**config.mk**
```make
export PLATFORM = sky130hd
export DESIGN_NAME = wlan_scrambler
export DESIGN_NICKNAME = d
export VERILOG_FILES = /design/src/rtl/wlan_scrambler.sv
export SDC_FILE = /design/constraint.sdc
export NUM_CORES = 1
export LEC_CHECK = 0
export ABC_AREA = 1
export BUFFER_PORTS_ARGS = -buffer_cell sky130_fd_sc_hd__buf_4
export CAP_MARGIN = 20
export CORE_ASPECT_RATIO = 0.6
export CORE_UTILIZATION = 55
export DETAILED_ROUTE_END_ITERATION = 10
export PLACE_DENSITY = 0.77
export SLEW_MARGIN = 10
export SYNTH_ARGS = -nofsm -noshare
export SYNTH_HDL_FRONTEND = slang
export SYNTH_SLANG_ARGS = --single-unit
export TNS_END_PERCENT = 100
```
**constraint.sdc**
```tcl
create_clock -name clk -period 4.7 [get_ports clk]
set_input_delay 1.41 -clock clk [delete_from_list [all_inputs] [get_ports clk]]
set_output_delay 1.41 -clock clk [all_outputs]
set_load 0.03 [all_outputs]
```
**src/rtl/wlan_scrambler.sv**
```systemverilog
// ---------------------------------------------------------------------------
// wlan_scrambler
//
// Frame-based 802.11a transmit scrambler. It sits between the SERVICE/PSDU
// bit source and the convolutional encoder. Each data bit is XORed with the
// x^7 + x^4 + 1 sequence, starting from a per-frame seed. After the data bits,
// TAIL_BITS zero bits are appended. The tail bits bypass the scrambler so that
// the encoder is flushed back to its zero state.
//
// Parameters:
//   LEN_W         width of the frame bit-length field
//   TAIL_BITS     number of zero tail bits appended after the data
//   DEFAULT_SEED  LFSR seed used when the supplied seed is zero
//
// Ports:
//   clk         rising-edge clock
//   reset       synchronous, active-high reset
//   start       one-cycle pulse; loads seed and len_bits, begins a frame
//   seed        initial LFSR state, sampled only with start
//   len_bits    number of data bits to scramble in this frame
//   din         serial data bit
//   din_valid   din is valid this cycle (consumed only while running)
//   dout        scrambled data bit or zero tail bit (registered)
//   dout_valid  dout is valid this cycle (registered)
//   busy        high while the frame is in progress
//   done        one-cycle pulse after the last tail bit
// ---------------------------------------------------------------------------
module wlan_scrambler #(
    parameter int         LEN_W        = 16,
    parameter int         TAIL_BITS    = 6,
    parameter logic [6:0] DEFAULT_SEED = 7'b1011101
) (
    input  logic             clk,
    input  logic             reset,
    input  logic             start,
    input  logic [6:0]       seed,
    input  logic [LEN_W-1:0] len_bits,
    input  logic             din,
    input  logic             din_valid,
    output logic             dout,
    output logic             dout_valid,
    output logic             busy,
    output logic             done
);

    localparam logic [1:0] ST_IDLE = 2'd0;
    localparam logic [1:0] ST_RUN  = 2'd1;
    localparam logic [1:0] ST_TAIL = 2'd2;
    localparam logic [1:0] ST_DONE = 2'd3;

    localparam logic [2:0]       TAIL_LAST = 3'(TAIL_BITS - 1);
    localparam logic [LEN_W-1:0] CNT_ONE   = LEN_W'(1);

    logic [1:0]       state;
    logic [1:0]       state_next;
    logic [6:0]       lfsr;
    logic [LEN_W-1:0] cnt;
    logic [2:0]       tail_cnt;
    logic             fb;

    // The feedback bit doubles as the keystream bit for the current data bit.
    assign fb = lfsr[6] ^ lfsr[3];

    // Next-state logic. In RUN the exit test uses <= 1 rather than == 1, so a
    // counter that is somehow zero while running still drains into the tail
    // instead of wrapping.
    always_comb begin
        state_next = state;
        case (state)
            ST_IDLE: begin
                if (start) begin
                    state_next = (len_bits == '0) ? ST_TAIL : ST_RUN;
                end
            end
            ST_RUN: begin
                if (din_valid && (cnt <= CNT_ONE)) begin
                    state_next = ST_TAIL;
                end
            end
            ST_TAIL: begin
                if (tail_cnt == TAIL_LAST) begin
                    state_next = ST_DONE;
                end
            end
            ST_DONE: begin
                state_next = ST_IDLE;
            end
            default: begin
                state_next = ST_IDLE;
            end
        endcase
    end

    // Datapath and registered outputs. Every output is recomputed on each
    // edge, so a stall cycle or an idle cycle drops dout_valid without any
    // extra bookkeeping. busy follows the next state, which makes it rise on
    // the first cycle after start and fall on the same cycle that done
    // pulses.
    always_ff @(posedge clk) begin
        if (reset) begin
            state      <= ST_IDLE;
            lfsr       <= DEFAULT_SEED;
            cnt        <= '0;
            tail_cnt   <= '0;
            dout       <= 1'b0;
            dout_valid <= 1'b0;
            busy       <= 1'b0;
            done       <= 1'b0;
        end else begin
            state      <= state_next;
            busy       <= (state_next != ST_IDLE);
            dout       <= 1'b0;
            dout_valid <= 1'b0;
            done       <= 1'b0;
            case (state)
                ST_IDLE: begin
                    if (start) begin
                        // An all-zero seed would lock the LFSR at zero.
                        lfsr     <= (seed == '0) ? DEFAULT_SEED : seed;
                        cnt      <= len_bits;
                        tail_cnt <= '0;
                    end
                end
                ST_RUN: begin
                    if (din_valid) begin
                        dout       <= din ^ fb;
                        dout_valid <= 1'b1;
                        lfsr       <= {lfsr[5:0], fb};
                        if (cnt != '0) begin
                            cnt <= cnt - CNT_ONE;
                        end
                    end
                end
                ST_TAIL: begin
                    dout_valid <= 1'b1;
                    tail_cnt   <= tail_cnt + 3'd1;
                end
                ST_DONE: begin
                    done     <= 1'b1;
                    tail_cnt <= '0;
                end
                default: begin
                end
            endcase
        end
    end

endmodule

```
==> metrics.md, run 1 <==
| Metric | Value |
|---|---|
| Wire per inst | `12.5 microns` |
| Clock latency on the worst-skew pair | `0.29 ns` |
| Final WL | `5500 microns` |
| Synth cell count leaders | `nand2_1 (115), nor2_1 (71), inv_1 (39)` |
| I/O pin cnt | `32` |
| DP Area | `0.00240 sq mm` |
| Sw Pwr | `603 uW` |
| Unique masters post-synth | `26` |
| Sw Share | `47.1%` |
| Worst slew margin | `47.1%` |
| Initial core utilization | `58.0%` |
| Post-Syn Area | `0.00216 sq mm` |
| Hold buffer count at cts | `0` |
| Power Internal | `677 uW` |
| Min cycle time layout | `2.41 ns` |
| Hold Path Class | `reg -> reg` |
| CTS H-Tree Depth | `2` |
| Die area | `0.00419 sq mm` |
| Final Cell Area | `0.00250 sq mm` |
| CTS tree | `done` |
| Peak VDD IR | `0.273 mV` |
| Vias in the first global route | `1946` |
| Final nets | `431` |
| Clk pwr share | `17.7%` |
| Gates resized, CTS repair | `0` |
| Row Count | `17` |
| Via density per instance | `5.18` |
| WHS Path Cells | `2` |
| Achievable frequency | `0.415 GHz` |
| Critical Path RT | `4.87 ns` |
| RSZ-0062 raised after global routing | `no` |
| Syn-to-layout area delta | `15.6%` |
| Largest cells by area after synthesis | `dfxtp_1 (30%), nand2_1 (20%), nor2_1 (12%)` |
| CTS max path bufs | `2` |
| Global-route wire length before repair | `9130 microns` |
| Sequential area share after synthesis | `29.7%` |
| Clk root buf | `clkbuf_8` |
| Async S/R FF share, synth | `0%` |
| Synth Warn # | `0` |
| Worst reg2reg path depth | `10` |
| Final Skew | `0.00404 ns` |
| Antenna Violating Nets Remaining | `0` |
| Syn_area_per_cell | `5.95 sq um` |
| Cell taking the most area after synthesis | `dfxtp_1` |
| Chip height | `50.5 microns` |
| Gate power share | `49.9%` |
| Final period utilization | `51.2%` |
| Max FO, Critical Path | `27` |
| Pwr dens | `513 mW/mm^2` |
| Grt ovf | `0` |
| Routed via count | `2284` |
| Fin Setup TNS | `0 ns` |
| Post-DP HPWL | `3950 microns` |
| Footprint of the multi-input gates | `0.00131 sq mm` |
| Area of the core | `0.00372 sq mm` |
| Total track usage | `27.8%` |
| CP Capture Type | `register` |
| Number of CTS-inserted buffers | `5` |
| Synthesized flop and latch total | `32` |
| Ys flop type | `dfxtp_1` |
| Synthesized Nets | `401` |
| # diodes | `0` |
| Worst hold slack | `0.478 ns` |
| Final hold viol count | `0` |
| Setup CP Type | `in -> reg` |
| Lkg Pwr | `1.34 nW` |
| FILL cells | `340` |
| DR pass1 iterations | `5` |
| Initial antenna violation count | `0` |
| Sequential share of power | `32.3%` |
| Startpoint types | `primary input` |
| Worst-Margin Slew | `0.788 ns` |
| Maxcap violations | `0` |
| Post-synth EDFFs | `0` |
| Clock sink total | `32` |
| Max Slew Vio Count | `0` |
| Status | `complete, no violations` |
| Pin count of the biggest net entering global routing | `29` |
| Share of layout cells above drive strength 1 | `13.7%` |
| Syn Inst Count | `363` |
| Detailed-route DRC error count | `0` |
| Routability cong. | `0.846` |
| Final setup fails | `0` |
| Post-CTS setup buffer count | `0` |
| Yosys top cell area share | `29.7%` |
| Horiz. Die Dim | `82.9 microns` |
| Non-filler instance count after layout | `441` |
| Iter 0 DRT Violations | `134` |
| Seq. cell area | `641 sq um` |
| Critical path arrival | `2.58 ns` |
| PortBufs | `31` |
| Inst Count DP | `433` |
| Top-count cell post-synth | `nand2_1` |
| Clk pin slew, worst setup/hold paths | `0.07 ns` |
[sequential cells by signal, summed over array words and instances (netlist names)]
register and cells:
done 1, dout_valid 1, dout 1, busy 1
lfsr 7, tail_cnt 3, cnt 16, state 2
[cell type report]
type,instances,share of cell area [%]
repair buffers,32,9.62
well taps,47,2.35
flip-flops and latches,32,25.7
inverters,42,6.31
multi-input cells,280,52.4
clock buffers,6,3.31
clock inverters,2,0.401
[cell families after synthesis]
logic type / count (synthesis) / share of synthesized area (%)
fa+ha+maj: 10 / 5.79
compound gates: 35 / 9.27
xor+xnor: 5 / 2.03
simple gates: 230 / 43.5
buf+inv: 51 / 9.79
flops: 32 / 29.7
[cell usage in the layout, fill, tap and decap left out]
master      n
nor3_1      7
a21oi_1     7
o211a_1     1
dfxtp_1    32
buf_4      32
ha_1       10
o211ai_1    6
clkinv_1    1
clkbuf_8    6
nand2_4     1
clkinv_2    2
xnor2_1     1
nand2_2     2
inv_2       2
o21ai_0    18
xor2_1      4
o21a_1      1
a31oi_1     2
inv_1      39
nor2_2      7
nand2_1   115
nor2_1     71
or2_2       2
nand3_1    25
[critical path, cell delays in order]
cell	delay, ns
buf_4	0.11
clkinv_1	0.62
nand3_1	0.36
nand2_1	0.08
[power by group through the flow]
stage	Combinational, mW	Clock [mW]	Sequential [mW]
after floorplan	0.499	0	0.407
after global placement	0.613	0	0.415
after detailed placement	0.621	0	0.417
after CTS	0.629	0.229	0.412
after global routing	0.731	0.242	0.424
final	0.639	0.227	0.414
[final timing paths]
| path | from | endpoint | slack [ns] |
|---|---|---|---|
| worst max-delay path | reset | busy$_SDFF_PP0_ | 2.29 |
| worst min-delay path | lfsr[4]$_SDFFE_PP1P_ | lfsr[4]$_SDFFE_PP1P_ | 0.48 |
| worst max register to register | state[1]$_SDFF_PP0_ | cnt[7]$_SDFFE_PP0P_ | 2.47 |
| worst min register to register | lfsr[4]$_SDFFE_PP1P_ | lfsr[4]$_SDFFE_PP1P_ | 0.48 |
[layer usage]
layer  wire [microns]  global-route usage [%]
met1             2830                    42.4
met2             2190                    40.4
met3              438                    5.76
met4               40                    4.31
met5                0                       0
[per-stage QoR]
step / power [mW] / setup slack (ns) / util (%)
floorplan: 0.906 / 2.48 / -
global placement: 1.03 / 2.04 / 64.6
detailed placement: 1.04 / 2.02 / 64.6
CTS: 1.27 / 2.33 / 67.1
global route: 1.40 / 2.15 / 67.1
finish: 1.28 / 2.29 / 67.1
Power figures use the tool's default switching activity.
==> run 2, diff against run 1 <==
Settings changed: CORE_UTILIZATION 55 to 51, PLACE_DENSITY 0.77 to 0.75.
Clock period 4.7 ns to 1.95 ns, I/O delays scaled along.
==> run 2 against run 1 <==
Compared with the run above:
- combinational power rose by 140%
- highest routed layer unchanged
- largest power group unchanged
- largest cell class unchanged
- sequential power rose by 140%
- die area rose by 7.6%
==> metrics.md, run 2 (synthesis results as in run 1) <==
| Metric | Value |
|---|---|
| FILL cells | `363 (+6.8%)` |
| Chip height | `52.4 microns (+3.7%)` |
| RSZ-0062 raised after global routing | `no` |
| Final nets | `434 (+0.70%)` |
| Worst reg2reg path endpoint | `cnt[6]$_SDFFE_PP0P_` |
| Clk pin slew, worst setup/hold paths | `0.07 ns (about the same)` |
| Detailed-route DRC error count | `0 (unchanged)` |
| Min cycle time layout | `1.75 ns` |
| Launch point of the worst hold path | `lfsr[2]$_SDFFE_PP1P_` |
| Initial antenna violation count | `0 (unchanged)` |
| DP Area | `0.00245 sq mm (+2.0%)` |
| Clock sink total | `32 (unchanged)` |
| Peak VDD IR | `0.853 mV (+210%)` |
| Crit path buf inv count | `4 (+2)` |
| Share of layout cells above drive strength 1 | `14.9% (+1.2 points)` |
| Wire per inst | `12.0 microns (-3.8%)` |
| Fin Setup TNS | `0 ns (unchanged)` |
| Worst slew margin | `69.8% (+23 points)` |
| Final Cell Area | `0.00256 sq mm (+2.7%)` |
| Inst Count DP | `446 (+3.0%)` |
| Via density per instance | `5.02 (-3.0%)` |
| Final setup fails | `0 (unchanged)` |
| Setup CP Type | `reg -> reg` |
| Global-route wire length before repair | `9490 microns (+4.0%)` |
| CTS tree | `done` |
| Critical-path cell with the highest stage delay | `dfxtp_1` |
| Maxcap violations | `0 (unchanged)` |
| Lkg Pwr | `1.36 nW (+1.6%)` |
| Vias in the first global route | `2052 (+5.4%)` |
| Routed via count | `2280 (-0.18%)` |
| Max reg flops | `16 (unchanged)` |
| CTS max path bufs | `2 (unchanged)` |
| Area of the core | `0.00385 sq mm (+3.4%)` |
| Post-DP HPWL | `4130 microns (+4.5%)` |
| Final period utilization | `89.9%` |
| Commonest non-fill, non-tap cell in the layout | `nand2_1` |
| Worst-Margin Slew | `0.451 ns (-0.337 ns)` |
| Seq. cell area | `642 sq um (+0.20%)` |
| Hold Path Class | `reg -> reg` |
| Syn-to-layout area delta | `18.8%` |
| Initial core utilization | `56.1% (-1.9 points)` |
| Footprint of the multi-input gates | `0.00131 sq mm (unchanged)` |
| Place WS | `0.192 ns (-1.83 ns)` |
| Pwr dens | `1250 mW/mm^2 (+140%)` |
| Antenna Violating Nets Remaining | `0 (unchanged)` |
| Status | `complete, no violations` |
| Grt ovf | `0 (unchanged)` |
| Row Count | `17 (unchanged)` |
| Non-filler instance count after layout | `454 (+2.9%)` |
| Pin count of the biggest net entering global routing | `29 (unchanged)` |
| Final Skew | `0.00449 ns (+0.000456 ns)` |
| Total power | `3.21 mW (+150%)` |
| Worst hold slack | `0.487 ns (+0.00871 ns)` |
| Clk root buf | `clkbuf_8` |
| Clock latency on the worst-skew pair | `0.29 ns (about the same)` |
| Final WL | `5450 microns (-0.93%)` |
| Family with the most delay on the worst path | `simple AND/OR/NAND/NOR gates` |
| Total track usage | `27.6% (-0.12 points)` |
| Most flops, register | `cnt` |
| Crit-path cells | `inv_1 -> ha_1 -> inv_2 -> o21ai_0 -> inv_2 -> nand2_4 -> inv_1 -> nor2_1 -> nor2_1` |
| Top flop regs | `cnt x16, lfsr x7, tail_cnt x3` |
| Worst r2r src | `state[1]$_SDFF_PP0_` |
| Achievable frequency | `0.571 GHz` |
| Commonest non-fill, non-tap cells in the layout | `nand2_1 (115), nor2_1 (71), inv_1 (38)` |
| Hold Path End | `lfsr[2]$_SDFFE_PP1P_` |
| Post-CTS setup buffer count | `0 (unchanged)` |
| I/O pin cnt | `32 (unchanged)` |
| Die area | `0.00451 sq mm (+7.6%)` |
| Horiz. Die Dim | `86.0 microns (+3.8%)` |
| Final hold viol count | `0 (unchanged)` |
| DR pass1 iterations | `5 (unchanged)` |
| Critical Path RT | `2.14 ns (-2.73 ns)` |
| Worst reg2reg path depth | `9 (-1)` |
| Critical path arrival | `1.94 ns (-0.64 ns)` |
| Startpoint types | `register` |
| Iter 0 DRT Violations | `120 (-10%)` |
| Routability cong. | `0.873 (+3.3%)` |
| WHS Path Cells | `2 (unchanged)` |
| CTS H-Tree Depth | `2 (unchanged)` |
| # diodes | `0 (unchanged)` |
| Worst path max stage delay | `0.35 ns (-0.27 ns)` |
| Final worst slack | `0.198 ns (-2.09 ns)` |
| Number of CTS-inserted buffers | `5 (unchanged)` |
| CP Capture Type | `register` |
| PortBufs | `31 (unchanged)` |
| Max Slew Vio Count | `0 (unchanged)` |
| Post-Route Utilization | `66.6% (-0.47 points)` |
| Max FO, Critical Path | `28 (+3.7%)` |
| Reg2Reg Setup Slack | `0.20 ns (-2.27 ns)` |
[run 2: cell types whose count changed in the layout (fill, tap and decap cells not counted), sizes merged]
cell      before  now
buf           32   35
clkinv         3    2
bufinv         0    1
clkinvlp       0    1
clkbuf         6    5
[run 2: per-layer routing]
metal | wire length (microns) | global-route usage [%] | vias to the layer above
li1 | - | - | 1187
met1 | 2810 | 39.3 | 997
met2 | 2120 | 42.5 | 86
met3 | 447 | 6.30 | 10
met4 | 66 | 6.39 | 0
met5 | 0 | 0 | -
[run 2: final cells by class]
| class | instances | area share [%] |
|---|---|---|
| clock inverter | 3 | 1.66 |
| clock buffer | 5 | 2.68 |
| timing repair buffer | 35 | 10.7 |
| tap | 57 | 2.78 |
| multi-input combinational | 280 | 51.0 |
| sequential | 32 | 25.0 |
| inverter | 42 | 6.15 |
[run 2: power breakdown]
part / switching [mW] / internal, mW
Combinational: 1.03 / 0.536
Clock: 0.271 / 0.378
Sequential: 0.165 / 0.833
Total: 1.46 / 1.75
[run 2: timing repair]
action                     CTS  global route
gates resized for setup      0             2
setup endpoints to repair    0            12
hold buffers                 0             0
[run 2: tightest hold or removal path: stages, from the launching register on]
cell,delay [ns]
dfxtp_1,0.33
nand2_1,0.06
o211ai_1,0.07
[run 2: worst max path at each step]
| stage | start | cells after the start | end | slack, ns |
|---|---|---|---|---|
| floorplan | state[1]$_SDFF_PP0_ | 11 | cnt[10]$_SDFFE_PP0P_ | 0.39 |
| global placement | start | 9 | cnt[0]$_SDFFE_PP0P_ | 0.25 |
| detailed placement | state[1]$_SDFF_PP0_ | 9 | lfsr[4]$_SDFFE_PP1P_ | 0.19 |
| CTS | state[1]$_SDFF_PP0_ | 9 | lfsr[4]$_SDFFE_PP1P_ | 0.19 |
| global route | state[1]$_SDFF_PP0_ | 9 | cnt[6]$_SDFFE_PP0P_ | 0.03 |
| finish | state[1]$_SDFF_PP0_ | 9 | cnt[6]$_SDFFE_PP0P_ | 0.20 |
==> run 3, diff against run 2 <==
Settings changed: RECOVER_POWER from default to 50.
==> run 3 against run 2 <==
Compared with the run above:
- highest routed layer unchanged
- global-route usage stayed put
- core utilization shrank 0.91 points
- combinational power about the same
- critical path type unchanged
- maximum frequency barely moved
- register-to-register slack about the same
- critical path depth stayed put
- flip-flop and latch count unchanged
- critical endpoint unchanged
- cell count did not move
- largest power group unchanged
==> metrics.md, run 3 (synthesis results as in run 1) <==
| Metric | Value |
|---|---|
| Total track usage | `27.6% (unchanged)` |
| Worst reg2reg path endpoint | `cnt[6]$_SDFFE_PP0P_` |
| Grt ovf | `0 (unchanged)` |
| Post-DP HPWL | `4130 microns (unchanged)` |
| GR Util met2 | `42.5% (unchanged)` |
| Met3 usage | `6.30% (unchanged)` |
| Syn-to-layout area delta | `17.1%` |
| I/O pin cnt | `32 (unchanged)` |
| Row Count | `17 (unchanged)` |
| Max reg flops | `16 (unchanged)` |
| # diodes | `0 (unchanged)` |
| Most flops, register | `cnt` |
| Worst r2r src | `state[1]$_SDFF_PP0_` |
| Reg2Reg Setup Slack | `0.20 ns (about the same)` |
| Achievable frequency | `0.571 GHz (about the same)` |
| Die area | `0.00451 sq mm (unchanged)` |
| Min cycle time layout | `1.75 ns (-0.00154 ns)` |
| Post-Route Utilization | `65.7% (-0.91 points)` |
| Hold buffer count at cts | `0 (unchanged)` |
| Launch point of the worst hold path | `lfsr[2]$_SDFFE_PP1P_` |
| DP Area | `0.00245 sq mm (unchanged)` |
| Clock latency on the worst-skew pair | `0.29 ns (about the same)` |
| CP Capture Type | `register` |
| Wire per inst | `12.0 microns (+0.17%)` |
| Worst slew margin | `54.1% (-16 points)` |
| Place WS | `0.192 ns (unchanged)` |
| Peak VDD IR | `0.853 mV (about the same)` |
| Commonest non-fill, non-tap cell in the layout | `nand2_1` |
| Clk pin slew, worst setup/hold paths | `0.07 ns (about the same)` |
| Area of the core | `0.00385 sq mm (unchanged)` |
| Routing usage on met1 | `39.3% (unchanged)` |
| CTS H-Tree Depth | `2 (unchanged)` |
| Hold Path Class | `reg -> reg` |
| Setup CP Type | `reg -> reg` |
| Global-route wire length before repair | `9490 microns (unchanged)` |
| Worst reg2reg path depth | `9 (unchanged)` |
| Chip height | `52.4 microns (unchanged)` |
| Routed via count | `2301 (+0.92%)` |
| Final nets | `434 (unchanged)` |
| Final Cell Area | `0.00253 sq mm (-1.4%)` |
| Lkg Pwr | `1.33 nW (-2.1%)` |
| Vias in the first global route | `2052 (unchanged)` |
| CTS max path bufs | `2 (unchanged)` |
| Hold Path End | `lfsr[2]$_SDFFE_PP1P_` |
| Antenna Violating Nets Remaining | `0 (unchanged)` |
| Top flop regs | `cnt x16, lfsr x7, tail_cnt x3` |
| Iter 0 DRT Violations | `126 (+5.0%)` |
| Commonest non-fill, non-tap cells in the layout | `nand2_1 (115), nor2_1 (71), inv_1 (38)` |
| Number of CTS-inserted buffers | `5 (unchanged)` |
| WHS Path Cells | `2 (unchanged)` |
| Clock sink total | `32 (unchanged)` |
| Critical Path RT | `2.14 ns (about the same)` |
| Final Skew | `0.00462 ns (+0.000131 ns)` |
| Worst-Margin Slew | `0.688 ns (+0.237 ns)` |
| Clk root buf | `clkbuf_8` |
| CTS tree | `done` |
| Max FO, Critical Path | `28 (unchanged)` |
| RSZ-0062 raised after global routing | `no` |
| Final worst slack | `0.199 ns (+0.00154 ns)` |
| Gr busiest metal | `met2` |
| Final hold viol count | `0 (unchanged)` |
| Maxcap violations | `0 (unchanged)` |
| Fin Setup TNS | `0 ns (unchanged)` |
| Status | `complete, no violations` |
| Via density per instance | `5.07 (+0.92%)` |
| PortBufs | `31 (unchanged)` |
| Final WL | `5460 microns (+0.17%)` |
| Routability cong. | `0.873 (unchanged)` |
| Pin count of the biggest net entering global routing | `29 (unchanged)` |
| Max Slew Vio Count | `0 (unchanged)` |
| Share of layout cells above drive strength 1 | `13.4% (-1.5 points)` |
| Final period utilization | `89.8% (about the same)` |
| Startpoint types | `register` |
| Initial core utilization | `56.1% (unchanged)` |
| Pwr dens | `1260 mW/mm^2 (+0.87%)` |
| Worst hold slack | `0.482 ns (-0.00434 ns)` |
| DR pass1 iterations | `6 (+1)` |
| Initial antenna violation count | `0 (unchanged)` |
| Detailed-route DRC error count | `0 (unchanged)` |
| Horiz. Die Dim | `86.0 microns (unchanged)` |
| Critical path arrival | `1.94 ns (about the same)` |
| Final setup fails | `0 (unchanged)` |
run 3: per-layer routing:
metal | part of all wire [%] | routed length [microns]
met4 | 0.81 | 44
met2 | 39 | 2140
met5 | 0 | 0
met1 | 51 | 2790
met3 | 8.8 | 482
run 3: how the worst max path moves through the flow:
stage,from,to,cells after the start
after global routing,state[1]$_SDFF_PP0_,cnt[6]$_SDFFE_PP0P_,9
final,state[1]$_SDFF_PP0_,cnt[6]$_SDFFE_PP0P_,9
after floorplan,state[1]$_SDFF_PP0_,cnt[10]$_SDFFE_PP0P_,11
after CTS,state[1]$_SDFF_PP0_,lfsr[4]$_SDFFE_PP1P_,9
after detailed placement,state[1]$_SDFF_PP0_,lfsr[4]$_SDFFE_PP1P_,9
after global placement,start,cnt[0]$_SDFFE_PP0P_,9
run 3: area by class of cell:
cell class	count	area, sq um
multi-input combinational	280	1310
tap	57	71.3
timing repair buffer	35	240
inverter	42	158
clock inverter	3	42.5
sequential	32	642
clock buffer	5	68.8
fill	370	1320
run 3: power by group:
group / switching, mW / internal [mW]
Sequential: 0.164 / 0.833
Clock: 0.269 / 0.378
Combinational: 1.03 / 0.523
run 3: repair_timing:
item	4_1_cts	5_1_grt
endpoints found under the hold margin	0	0
gates resized for setup	0	2
endpoints found under the setup margin	0	12
setup buffers	0	0
run 3: per-stage QoR:
stage	std cells	power [mW]
2_1_floorplan	363	2.18
3_3_place_gp	446	2.49
3_5_place_dp	446	2.52
4_1_cts	454	3.18
5_1_grt	454	3.50
6_report	454	3.19
run 3: critical path: stages (launching register included):
cell	delay, ns
dfxtp_1	0.35
inv_1	0.14
ha_1	0.32
inv_2	0.05
o21ai_0	0.19
inv_2	0.09
nand2_4	0.26
inv_1	0.10
nor2_1	0.10
nor2_1	0.05
